$ cat config.mk
export PLATFORM = sky130hd
export DESIGN_NAME = ex_mem_result_stage_flat
export DESIGN_NICKNAME = d
export VERILOG_FILES = /design/src/rtl/ex_mem_result_stage_if.sv /design/src/rtl/ex_mem_result_stage.sv /design/src/flat_wrapper.sv
export SDC_FILE = /design/constraint.sdc
export NUM_CORES = 1
export LEC_CHECK = 0
export BUFFER_PORTS_ARGS = -buffer_cell sky130_fd_sc_hd__buf_2
export CAP_MARGIN = 0
export CORE_MARGIN = 10
export CORE_UTILIZATION = 48
export CTS_BUF_LIST = sky130_fd_sc_hd__clkbuf_16
export CTS_CLUSTER_SIZE = 12
export DETAILED_ROUTE_END_ITERATION = 7
export GPL_ROUTABILITY_DRIVEN = 0
export PLACE_DENSITY = 0.91
export SLEW_MARGIN = 20
export SYNTH_ARGS = -nofsm -noshare
export SYNTH_HDL_FRONTEND = slang
export SYNTH_SLANG_ARGS = --single-unit
$ cat constraint.sdc
create_clock -name clk -period 5.2 [get_ports clk]
set_clock_uncertainty 0.2 [all_clocks]
set_input_delay 0.52 -clock clk [delete_from_list [all_inputs] [get_ports clk]]
set_output_delay 0.52 -clock clk [all_outputs]
set_load 0.02 [all_outputs]
$ cat src/rtl/ex_mem_result_stage_if.sv
// EX->MEM stage bundle: EX drives the master side, the result stage is the slave.
// byp_z/v/n exist only when FLAG_BYPASS_EN is defined.
interface ex_mem_result_stage_if #(
  parameter int DW   = 16,
  parameter int RW   = 4,
  parameter int REDW = 7
);
  logic            stall;
  logic            flush;
  logic            in_valid;
  logic [3:0]      opcode;
  logic [DW-1:0]   alu_result;
  logic            alu_ovfl;
  logic [REDW-1:0] red_result;
  logic [RW-1:0]   dst_reg;
  logic            reg_wr_en;
  logic            mem_rd;
  logic            mem_wr;
  logic [DW-1:0]   mem_wdata;

  logic            out_valid;
  logic [DW-1:0]   out_result;
  logic [RW-1:0]   out_dst_reg;
  logic            out_reg_wr_en;
  logic            out_mem_rd;
  logic            out_mem_wr;
  logic [DW-1:0]   out_mem_wdata;
  logic            flag_z;
  logic            flag_v;
  logic            flag_n;
  logic            halted;
`ifdef FLAG_BYPASS_EN
  logic            byp_z;
  logic            byp_v;
  logic            byp_n;
`endif

  modport master (
    output stall, flush, in_valid, opcode, alu_result, alu_ovfl, red_result,
           dst_reg, reg_wr_en, mem_rd, mem_wr, mem_wdata,
    input  out_valid, out_result, out_dst_reg, out_reg_wr_en, out_mem_rd,
           out_mem_wr, out_mem_wdata, flag_z, flag_v, flag_n, halted
`ifdef FLAG_BYPASS_EN
    , input byp_z, byp_v, byp_n
`endif
  );

  modport slave (
    input  stall, flush, in_valid, opcode, alu_result, alu_ovfl, red_result,
           dst_reg, reg_wr_en, mem_rd, mem_wr, mem_wdata,
    output out_valid, out_result, out_dst_reg, out_reg_wr_en, out_mem_rd,
           out_mem_wr, out_mem_wdata, flag_z, flag_v, flag_n, halted
`ifdef FLAG_BYPASS_EN
    , output byp_z, byp_v, byp_n
`endif
  );
endinterface

$ cat src/rtl/ex_mem_result_stage.sv
// EX->MEM result stage: result select, Z/V/N flag register, run/halt FSM; 1-cycle latency.
// flush squashes (beats stall), stall holds all state; FLAG_BYPASS_EN adds byp_z/v/n.
module ex_mem_result_stage #(
  parameter int DW   = 16,
  parameter int RW   = 4,
  parameter int REDW = 7
) (
  input logic                 clk,
  input logic                 rst_n,
  ex_mem_result_stage_if.slave bus
);

  localparam logic [3:0] OP_ADD = 4'b0000;
  localparam logic [3:0] OP_SUB = 4'b0001;
  localparam logic [3:0] OP_XOR = 4'b0010;
  localparam logic [3:0] OP_RED = 4'b0011;
  localparam logic [3:0] OP_SLL = 4'b0100;
  localparam logic [3:0] OP_SRA = 4'b0101;
  localparam logic [3:0] OP_ROR = 4'b0110;
  localparam logic [3:0] OP_HLT = 4'b1111;

  typedef enum logic {S_RUN = 1'b0, S_HALT = 1'b1} state_t;

  state_t        r_state;
  state_t        w_state_nxt;
  logic          w_accept;
  logic          w_is_hlt;
  logic [DW-1:0] w_result;
  logic          w_upd_zvn;
  logic          w_upd_z;
  logic          w_z_nxt;
  logic          w_v_nxt;
  logic          w_n_nxt;

  logic          r_valid;
  logic [DW-1:0] r_result;
  logic [RW-1:0] r_dst_reg;
  logic          r_reg_wr_en;
  logic          r_mem_rd;
  logic          r_mem_wr;
  logic [DW-1:0] r_mem_wdata;
  logic          r_z;
  logic          r_v;
  logic          r_n;

  always_ff @(posedge clk or negedge rst_n) begin
    if (!rst_n) begin
      r_state <= S_RUN;
    end else begin
      r_state <= w_state_nxt;
    end
  end

  always_comb begin
    w_accept    = 1'b0;
    w_state_nxt = r_state;
    case (r_state)
      S_RUN: begin
        w_accept = bus.in_valid & ~bus.stall & ~bus.flush;
        if (w_accept && (bus.opcode == OP_HLT)) begin
          w_state_nxt = S_HALT;
        end
      end
      S_HALT: begin
        w_accept    = 1'b0;
        w_state_nxt = S_HALT;
      end
      default: begin
        w_state_nxt = S_RUN;
      end
    endcase
  end

  assign w_is_hlt = (bus.opcode == OP_HLT);
  assign w_result = (bus.opcode == OP_RED)
                  ? {{(DW-REDW){bus.red_result[REDW-1]}}, bus.red_result}
                  : bus.alu_result;

  // Next flag values double as the bypass view: they equal the register unless this cycle writes it.
  assign w_upd_zvn = (bus.opcode == OP_ADD) || (bus.opcode == OP_SUB);
  assign w_upd_z   = w_upd_zvn || (bus.opcode == OP_XOR) || (bus.opcode == OP_SLL)
                  || (bus.opcode == OP_SRA) || (bus.opcode == OP_ROR);
  assign w_z_nxt   = (w_accept && w_upd_z)   ? (w_result == '0)    : r_z;
  assign w_v_nxt   = (w_accept && w_upd_zvn) ? bus.alu_ovfl        : r_v;
  assign w_n_nxt   = (w_accept && w_upd_zvn) ? w_result[DW-1]      : r_n;

  always_ff @(posedge clk or negedge rst_n) begin
    if (!rst_n) begin
      r_z <= 1'b0;
      r_v <= 1'b0;
      r_n <= 1'b0;
    end else begin
      r_z <= w_z_nxt;
      r_v <= w_v_nxt;
      r_n <= w_n_nxt;
    end
  end

  always_ff @(posedge clk or negedge rst_n) begin
    if (!rst_n) begin
      r_valid     <= 1'b0;
      r_result    <= '0;
      r_dst_reg   <= '0;
      r_reg_wr_en <= 1'b0;
      r_mem_rd    <= 1'b0;
      r_mem_wr    <= 1'b0;
      r_mem_wdata <= '0;
    end else if (bus.flush || (r_state == S_HALT)) begin
      r_valid     <= 1'b0;
      r_reg_wr_en <= 1'b0;
      r_mem_rd    <= 1'b0;
      r_mem_wr    <= 1'b0;
    end else if (bus.stall) begin
      r_valid     <= r_valid;
    end else if (w_accept) begin
      // HLT travels to MEM as a valid bubble with no side effects.
      r_valid     <= 1'b1;
      r_result    <= w_result;
      r_dst_reg   <= bus.dst_reg;
      r_reg_wr_en <= bus.reg_wr_en & ~w_is_hlt;
      r_mem_rd    <= bus.mem_rd    & ~w_is_hlt;
      r_mem_wr    <= bus.mem_wr    & ~w_is_hlt;
      r_mem_wdata <= bus.mem_wdata;
    end else begin
      r_valid     <= 1'b0;
      r_reg_wr_en <= 1'b0;
      r_mem_rd    <= 1'b0;
      r_mem_wr    <= 1'b0;
    end
  end

  assign bus.out_valid     = r_valid;
  assign bus.out_result    = r_result;
  assign bus.out_dst_reg   = r_dst_reg;
  assign bus.out_reg_wr_en = r_reg_wr_en;
  assign bus.out_mem_rd    = r_mem_rd;
  assign bus.out_mem_wr    = r_mem_wr;
  assign bus.out_mem_wdata = r_mem_wdata;
  assign bus.flag_z        = r_z;
  assign bus.flag_v        = r_v;
  assign bus.flag_n        = r_n;
  assign bus.halted        = (r_state == S_HALT);

`ifdef FLAG_BYPASS_EN
  assign bus.byp_z = w_z_nxt;
  assign bus.byp_v = w_v_nxt;
  assign bus.byp_n = w_n_nxt;
`endif

endmodule

$ cat src/flat_wrapper.sv
// flat-port wrapper written by rule: the top's interface ports become plain ports
module ex_mem_result_stage_flat 
#(
  parameter int DW   = 16,
  parameter int RW   = 4,
  parameter int REDW = 7
)
  (clk, rst_n, bus_stall, bus_flush, bus_in_valid, bus_opcode, bus_alu_result, bus_alu_ovfl, bus_red_result, bus_dst_reg, bus_reg_wr_en, bus_mem_rd, bus_mem_wr, bus_mem_wdata, bus_out_valid, bus_out_result, bus_out_dst_reg, bus_out_reg_wr_en, bus_out_mem_rd, bus_out_mem_wr, bus_out_mem_wdata, bus_flag_z, bus_flag_v, bus_flag_n, bus_halted);
  ex_mem_result_stage_if #(.DW(DW), .RW(RW), .REDW(REDW)) bus_i ();
  input logic clk;
  input logic rst_n;
  input wire logic [$bits(bus_i.stall)-1:0] bus_stall;
  input wire logic [$bits(bus_i.flush)-1:0] bus_flush;
  input wire logic [$bits(bus_i.in_valid)-1:0] bus_in_valid;
  input wire logic [$bits(bus_i.opcode)-1:0] bus_opcode;
  input wire logic [$bits(bus_i.alu_result)-1:0] bus_alu_result;
  input wire logic [$bits(bus_i.alu_ovfl)-1:0] bus_alu_ovfl;
  input wire logic [$bits(bus_i.red_result)-1:0] bus_red_result;
  input wire logic [$bits(bus_i.dst_reg)-1:0] bus_dst_reg;
  input wire logic [$bits(bus_i.reg_wr_en)-1:0] bus_reg_wr_en;
  input wire logic [$bits(bus_i.mem_rd)-1:0] bus_mem_rd;
  input wire logic [$bits(bus_i.mem_wr)-1:0] bus_mem_wr;
  input wire logic [$bits(bus_i.mem_wdata)-1:0] bus_mem_wdata;
  output wire logic [$bits(bus_i.out_valid)-1:0] bus_out_valid;
  output wire logic [$bits(bus_i.out_result)-1:0] bus_out_result;
  output wire logic [$bits(bus_i.out_dst_reg)-1:0] bus_out_dst_reg;
  output wire logic [$bits(bus_i.out_reg_wr_en)-1:0] bus_out_reg_wr_en;
  output wire logic [$bits(bus_i.out_mem_rd)-1:0] bus_out_mem_rd;
  output wire logic [$bits(bus_i.out_mem_wr)-1:0] bus_out_mem_wr;
  output wire logic [$bits(bus_i.out_mem_wdata)-1:0] bus_out_mem_wdata;
  output wire logic [$bits(bus_i.flag_z)-1:0] bus_flag_z;
  output wire logic [$bits(bus_i.flag_v)-1:0] bus_flag_v;
  output wire logic [$bits(bus_i.flag_n)-1:0] bus_flag_n;
  output wire logic [$bits(bus_i.halted)-1:0] bus_halted;
  assign bus_i.stall = bus_stall;
  assign bus_i.flush = bus_flush;
  assign bus_i.in_valid = bus_in_valid;
  assign bus_i.opcode = bus_opcode;
  assign bus_i.alu_result = bus_alu_result;
  assign bus_i.alu_ovfl = bus_alu_ovfl;
  assign bus_i.red_result = bus_red_result;
  assign bus_i.dst_reg = bus_dst_reg;
  assign bus_i.reg_wr_en = bus_reg_wr_en;
  assign bus_i.mem_rd = bus_mem_rd;
  assign bus_i.mem_wr = bus_mem_wr;
  assign bus_i.mem_wdata = bus_mem_wdata;
  assign bus_out_valid = bus_i.out_valid;
  assign bus_out_result = bus_i.out_result;
  assign bus_out_dst_reg = bus_i.out_dst_reg;
  assign bus_out_reg_wr_en = bus_i.out_reg_wr_en;
  assign bus_out_mem_rd = bus_i.out_mem_rd;
  assign bus_out_mem_wr = bus_i.out_mem_wr;
  assign bus_out_mem_wdata = bus_i.out_mem_wdata;
  assign bus_flag_z = bus_i.flag_z;
  assign bus_flag_v = bus_i.flag_v;
  assign bus_flag_n = bus_i.flag_n;
  assign bus_halted = bus_i.halted;
  ex_mem_result_stage #(.DW(DW), .RW(RW), .REDW(REDW)) u_core (.clk(clk), .rst_n(rst_n), .bus(bus_i));
endmodule
Word-level counts from Yosys, hierarchy flattened
Index checks and enable logic that the tools add are counted.
- input port bits: 56
- register bits after elaboration: 44
- word-level logic and storage cells: 57
- eq/ne operators: 8
- multiplexer cells: 16
- reductions and logical operators: 12
- bitwise operators: 10
- operators with widths (operator ; number):
    $logic_not 16->1 ; 1
    $mux 16 ; 1
    $mux 1 ; 13
    $eq 4x3->1 const B ; 3
    $eq 4x2->1 const B ; 2
    $logic_or 1x1->1 ; 6
    $and 1x1->1 ; 5
    $not 1->1 ; 5
    $eq 4x1->1 const B ; 1
    $eq 4x4->1 const B ; 1
    $logic_not 4->1 ; 1
    $pmux 1 s2 ; 2
    $logic_and 1x1->1 ; 3
    $reduce_and 3->1 ; 1
    $ne 2x1->1 const B ; 1

Depth between registers and ports, before layout
- word-level depth: 7
- gate-level depth with buffers: 6
- mapped depth without buffers: 3

Worst setup path before layout
Ideal clock, no wire load.
- kind: input port to flip-flop
- from: input port bus_stall
- to: register u_core.r_v, in the netlist u_core.bus.flag_v
- setup time: 0.127 ns
- arrival: 1.541 ns
- stages: 4
- setup slack: 3.331 ns
- path buffers: 1
- data required time: 4.873 ns
- cell sequence: buf_2 nor4b_4 and3_1 mux2_1
- cells in the longest elaborated chain, start to end: 5
- ends and longest elaborated chain (item ; RTL line ; text):
    start, declared ; flat_wrapper.sv:12 ; input wire logic [$bits(bus_i.stall)-1:0] bus_stall;
    $not 1->1 (no source line) ; -- ;
    $and 1x1->1 (2 in series) ; ex_mem_result_stage.sv:59 ; w_accept = bus.in_valid & ~bus.stall & ~bus.flush;
    $pmux 1 s2 ; ex_mem_result_stage.sv:57 ; case (r_state)
    $logic_and 1x1->1 ; ex_mem_result_stage.sv:84 ; assign w_v_nxt = (w_accept && w_upd_zvn) ? bus.alu_ovfl : r_v;
    end signal, assigned ; ex_mem_result_stage.sv:94 ; r_v <= w_v_nxt;
    end, declared ; ex_mem_result_stage.sv:43 ; logic r_v;
No other way between the ends.
A chain may end at the register's enable or synchronous reset.

Final worst setup path
- from: input port bus_opcode[2]
- to: register u_core.r_result[13], in the netlist u_core.bus.out_result[13]
- cells in the longest elaborated chain, start to end: 2
- ends and longest elaborated chain (item ; RTL line ; text):
    start, declared ; flat_wrapper.sv:15 ; input wire logic [$bits(bus_i.opcode)-1:0] bus_opcode;
    $eq 4x2->1 ; ex_mem_result_stage.sv:75 ; assign w_result = (bus.opcode == OP_RED)
    $mux 16 ; ex_mem_result_stage.sv:76 ; ? {{(DW-REDW){bus.red_result[REDW-1]}}, bus.red_result}
    end signal, assigned ; ex_mem_result_stage.sv:118 ; r_result <= w_result;
    end, declared ; ex_mem_result_stage.sv:36 ; logic [DW-1:0] r_result;
No other way between the ends.

==> flow_metrics.env <==
export IMPL_cp_end_kind="flop"
export IMPL_fin_crit_ns=2.30
export IMPL_crit_path_top_delay_cell="nand4bb_1"
export IMPL_overflow=0
export IMPL_path_clk_slew_ns=0.06
export IMPL_drt_total_wl_um=5140
export IMPL_yosysWarningCount=0
export IMPL_nets=345
export IMPL_drtIter0Drc=93
export IMPL_dieArea_um2=6780
export IMPL_place_inst=330
export IMPL_slew_violations=0
export IMPL_grt_max_degree=46
export IMPL_arrival_ns=2.28
export IMPL_crit_fanout=18
export IMPL_grt_pass1_vias=1728
export IMPL_path_cells="buf_2 -> nand4bb_1 -> or2_2 -> a31oi_1"
export IMPL_grt_pass1_wl_um=7920
export IMPL_grt_total_usage=0.149
export IMPL_start_kind="input port"
export IMPL_critPathKind="in2reg"
export IMPL_avgSynthCellArea_um2=9.61
export IMPL_synthCells=194
export IMPL_cts_sinks=44
export IMPL_syn_nets=250
export IMPL_post_cts_buffers=0
export IMPL_core_area_um2=3720
export IMPL_synth_most_common_cell="nand2_1"
export IMPL_synth_main_ff_cell="dfrtp_1"
export IMPL_synth_area_um2=1860
export IMPL_maxSlewHeadroom=0.317
export IMPL_dr_pass1_iters=5
export IMPL_p_switching_mw=0.290
export IMPL_p_int_mw=0.651
export IMPL_cts_max_path_buffers=2
export IMPL_viasPerCell=4.97
export IMPL_p_comb_frac=0.245
export IMPL_max_vdd_ir_drop_mv=0.262
export IMPL_hold_violations=0
export IMPL_num_io_pins=100
export IMPL_worstPathRequired_ns=5.19
export IMPL_tritoncts="yes"
export IMPL_netlist_top_cells_count="nand2_1, dfrtp_1, a31oi_1, nor2_1, buf_2"
export IMPL_start_util=0.502
export IMPL_cts_buffers=5
export IMPL_root_buffer="clkbuf_16"
export IMPL_insertion_delay_ns=0.27
export IMPL_cp_buffers_inverters=1
export IMPL_p_clk_frac=0.304
export IMPL_synthTopCellsByArea="dfrtp_1, nand2_1, a31oi_1"
export IMPL_drcViolationCount=0
export IMPL_grt_use_met1=0.170
export IMPL_critPathTopFamily="simple AND/OR/NAND/NOR gates"
export IMPL_period_share=0.441
export IMPL_fin_tns_setup_ns=0
export IMPL_fin_area_um2=2500
export IMPL_num_vias=1676
export IMPL_fmax_mhz=436
export IMPL_busiest_layer="met2"
export IMPL_met2_usage=0.241
export IMPL_grt_util_met3=0.0421
export IMPL_cpPeakStageDelay_ns=0.74
export IMPL_num_fill_cells=326
export IMPL_antenna_cells=0
export IMPL_p_leak_nw=1.41
export IMPL_swShare=0.309
export IMPL_cts_resized=0
export IMPL_io_buffers=99
export IMPL_yosysTopAreaCellShare=0.591
export IMPL_yosysTopAreaCell="dfrtp_1"
export IMPL_totalPowerFinal_mw=0.941
export IMPL_ys_types=25
export IMPL_antenna_found_initial=0
export IMPL_synth_edf_count=0
export IMPL_row_count=22
export IMPL_ys_ff_latch=44
export IMPL_synth_seq_area_share=0.591
export IMPL_dieWidth_um=82.3
export IMPL_postCtsHoldBufs=0
export IMPL_synthArstFlopShare=1.00
export IMPL_drtAntennaViolNets=0
export IMPL_drive_gt1_frac=0.381
export IMPL_stdcell_count=337
export IMPL_tightest_slew_ns=1.02
export IMPL_p_per_area_nw_per_um2=377
export IMPL_dpl_cell_area_um2=2360
export IMPL_hold_path_class="in2async"
export IMPL_dp_hpwl_um=4000
export IMPL_rsz0062_at_grt="no"
export IMPL_p_seq_frac=0.450
export IMPL_drv_cap=0
export IMPL_wl_per_cell_um=15.2
export IMPL_cts_htree_levels=2
export IMPL_setup_viol_count_final=0
export IMPL_status="finished, final reports clean"
export IMPL_syn2layout_area_growth_pct=34.1
export IMPL_die_y_um=82.3
cell families after synthesis:
kind of cell / share of synthesized area
simple gates: 0.247
flops: 0.591
compound gates: 0.0799
buf+inv: 0.0389
mux: 0.0436
power by group through the flow:
stage	logic (mW)	clock network, mW	registers, mW
6_report	0.231	0.287	0.424
5_1_grt	0.252	0.310	0.431
4_1_cts	0.235	0.293	0.424
3_5_place_dp	0.235	0	0.429
3_3_place_gp	0.228	0	0.426
2_1_floorplan	0.0614	0	0.497
metrics by stage:
| stage | worst slack, ns | hold slack (ns) | utilization |
|---|---|---|---|
| after floorplan | 3.33 | 0.0244 | - |
| after global placement | 2.72 | 0.253 | 0.636 |
| after CTS | 2.90 | 0.221 | 0.673 |
| after global routing | 2.77 | 0.237 | 0.673 |
| final | 2.90 | 0.183 | 0.673 |
| after detailed placement | 2.65 | 0.257 | 0.636 |
metal layers:
layer	vias to the layer above	routed length [um]
li1	836	-
met1	749	1940
met2	77	2550
met3	14	476
met4	0	170
met5	-	0
cell usage in the layout (no fill, tap or decap), types with 2 or more instances in the layout:
cell | Yosys | final
nand4_1 | 2 | 2
mux2i_1 | 7 | 7
nor2_1 | 12 | 12
dfrtp_1 | 44 | 44
a31oi_1 | 12 | 12
or2_2 | 2 | 2
nor4_1 | 4 | 4
a32o_1 | 3 | 3
inv_1 | 2 | 2
clkbuf_16 | 0 | 5
nand2_1 | 77 | 77
buf_2 | 10 | 99
o21ai_1 | 6 | 6
worst paths after layout:
check,start,to,slack [ns],cells past startpoint
hold / removal,rst_n,u_core.bus.halted,0.18,1
hold reg to reg,u_core.bus.out_mem_wdata[9],u_core.bus.out_mem_wdata[9],0.27,2
max in group asynchronous,rst_n,u_core.bus.out_mem_wdata[0],4.04,1
setup / recovery,bus_opcode[2],u_core.bus.out_result[13],2.90,4
min in group clk,bus_mem_wdata[11],u_core.bus.out_mem_wdata[11],0.23,3
setup reg to reg,u_core.bus.halted,u_core.bus.out_result[4],3.08,3
worst reg2reg max path: cells and delay by family (launching register included):
| family | cells | cell delay, ns |
|---|---|---|
| AO/OA/AOI/OAI | 1 | 0.10 |
| flip-flops | 1 | 0.44 |
| AND/OR/NAND/NOR | 2 | 1.22 |
area by class of cell:
type / count / area, um2 / share of cell area
Sequential cell: 44 / 1100 / 0.440
Multi-Input combinational cell: 136 / 691 / 0.276
Tap cell: 48 / 60.1 / 0.0240
Timing Repair Buffer: 100 / 503 / 0.201
Inverter: 2 / 7.51 / 0.00300
Clock inverter: 2 / 12.5 / 0.00501
Clock buffer: 5 / 125 / 0.0501
(Power assumes the default switching activity.)
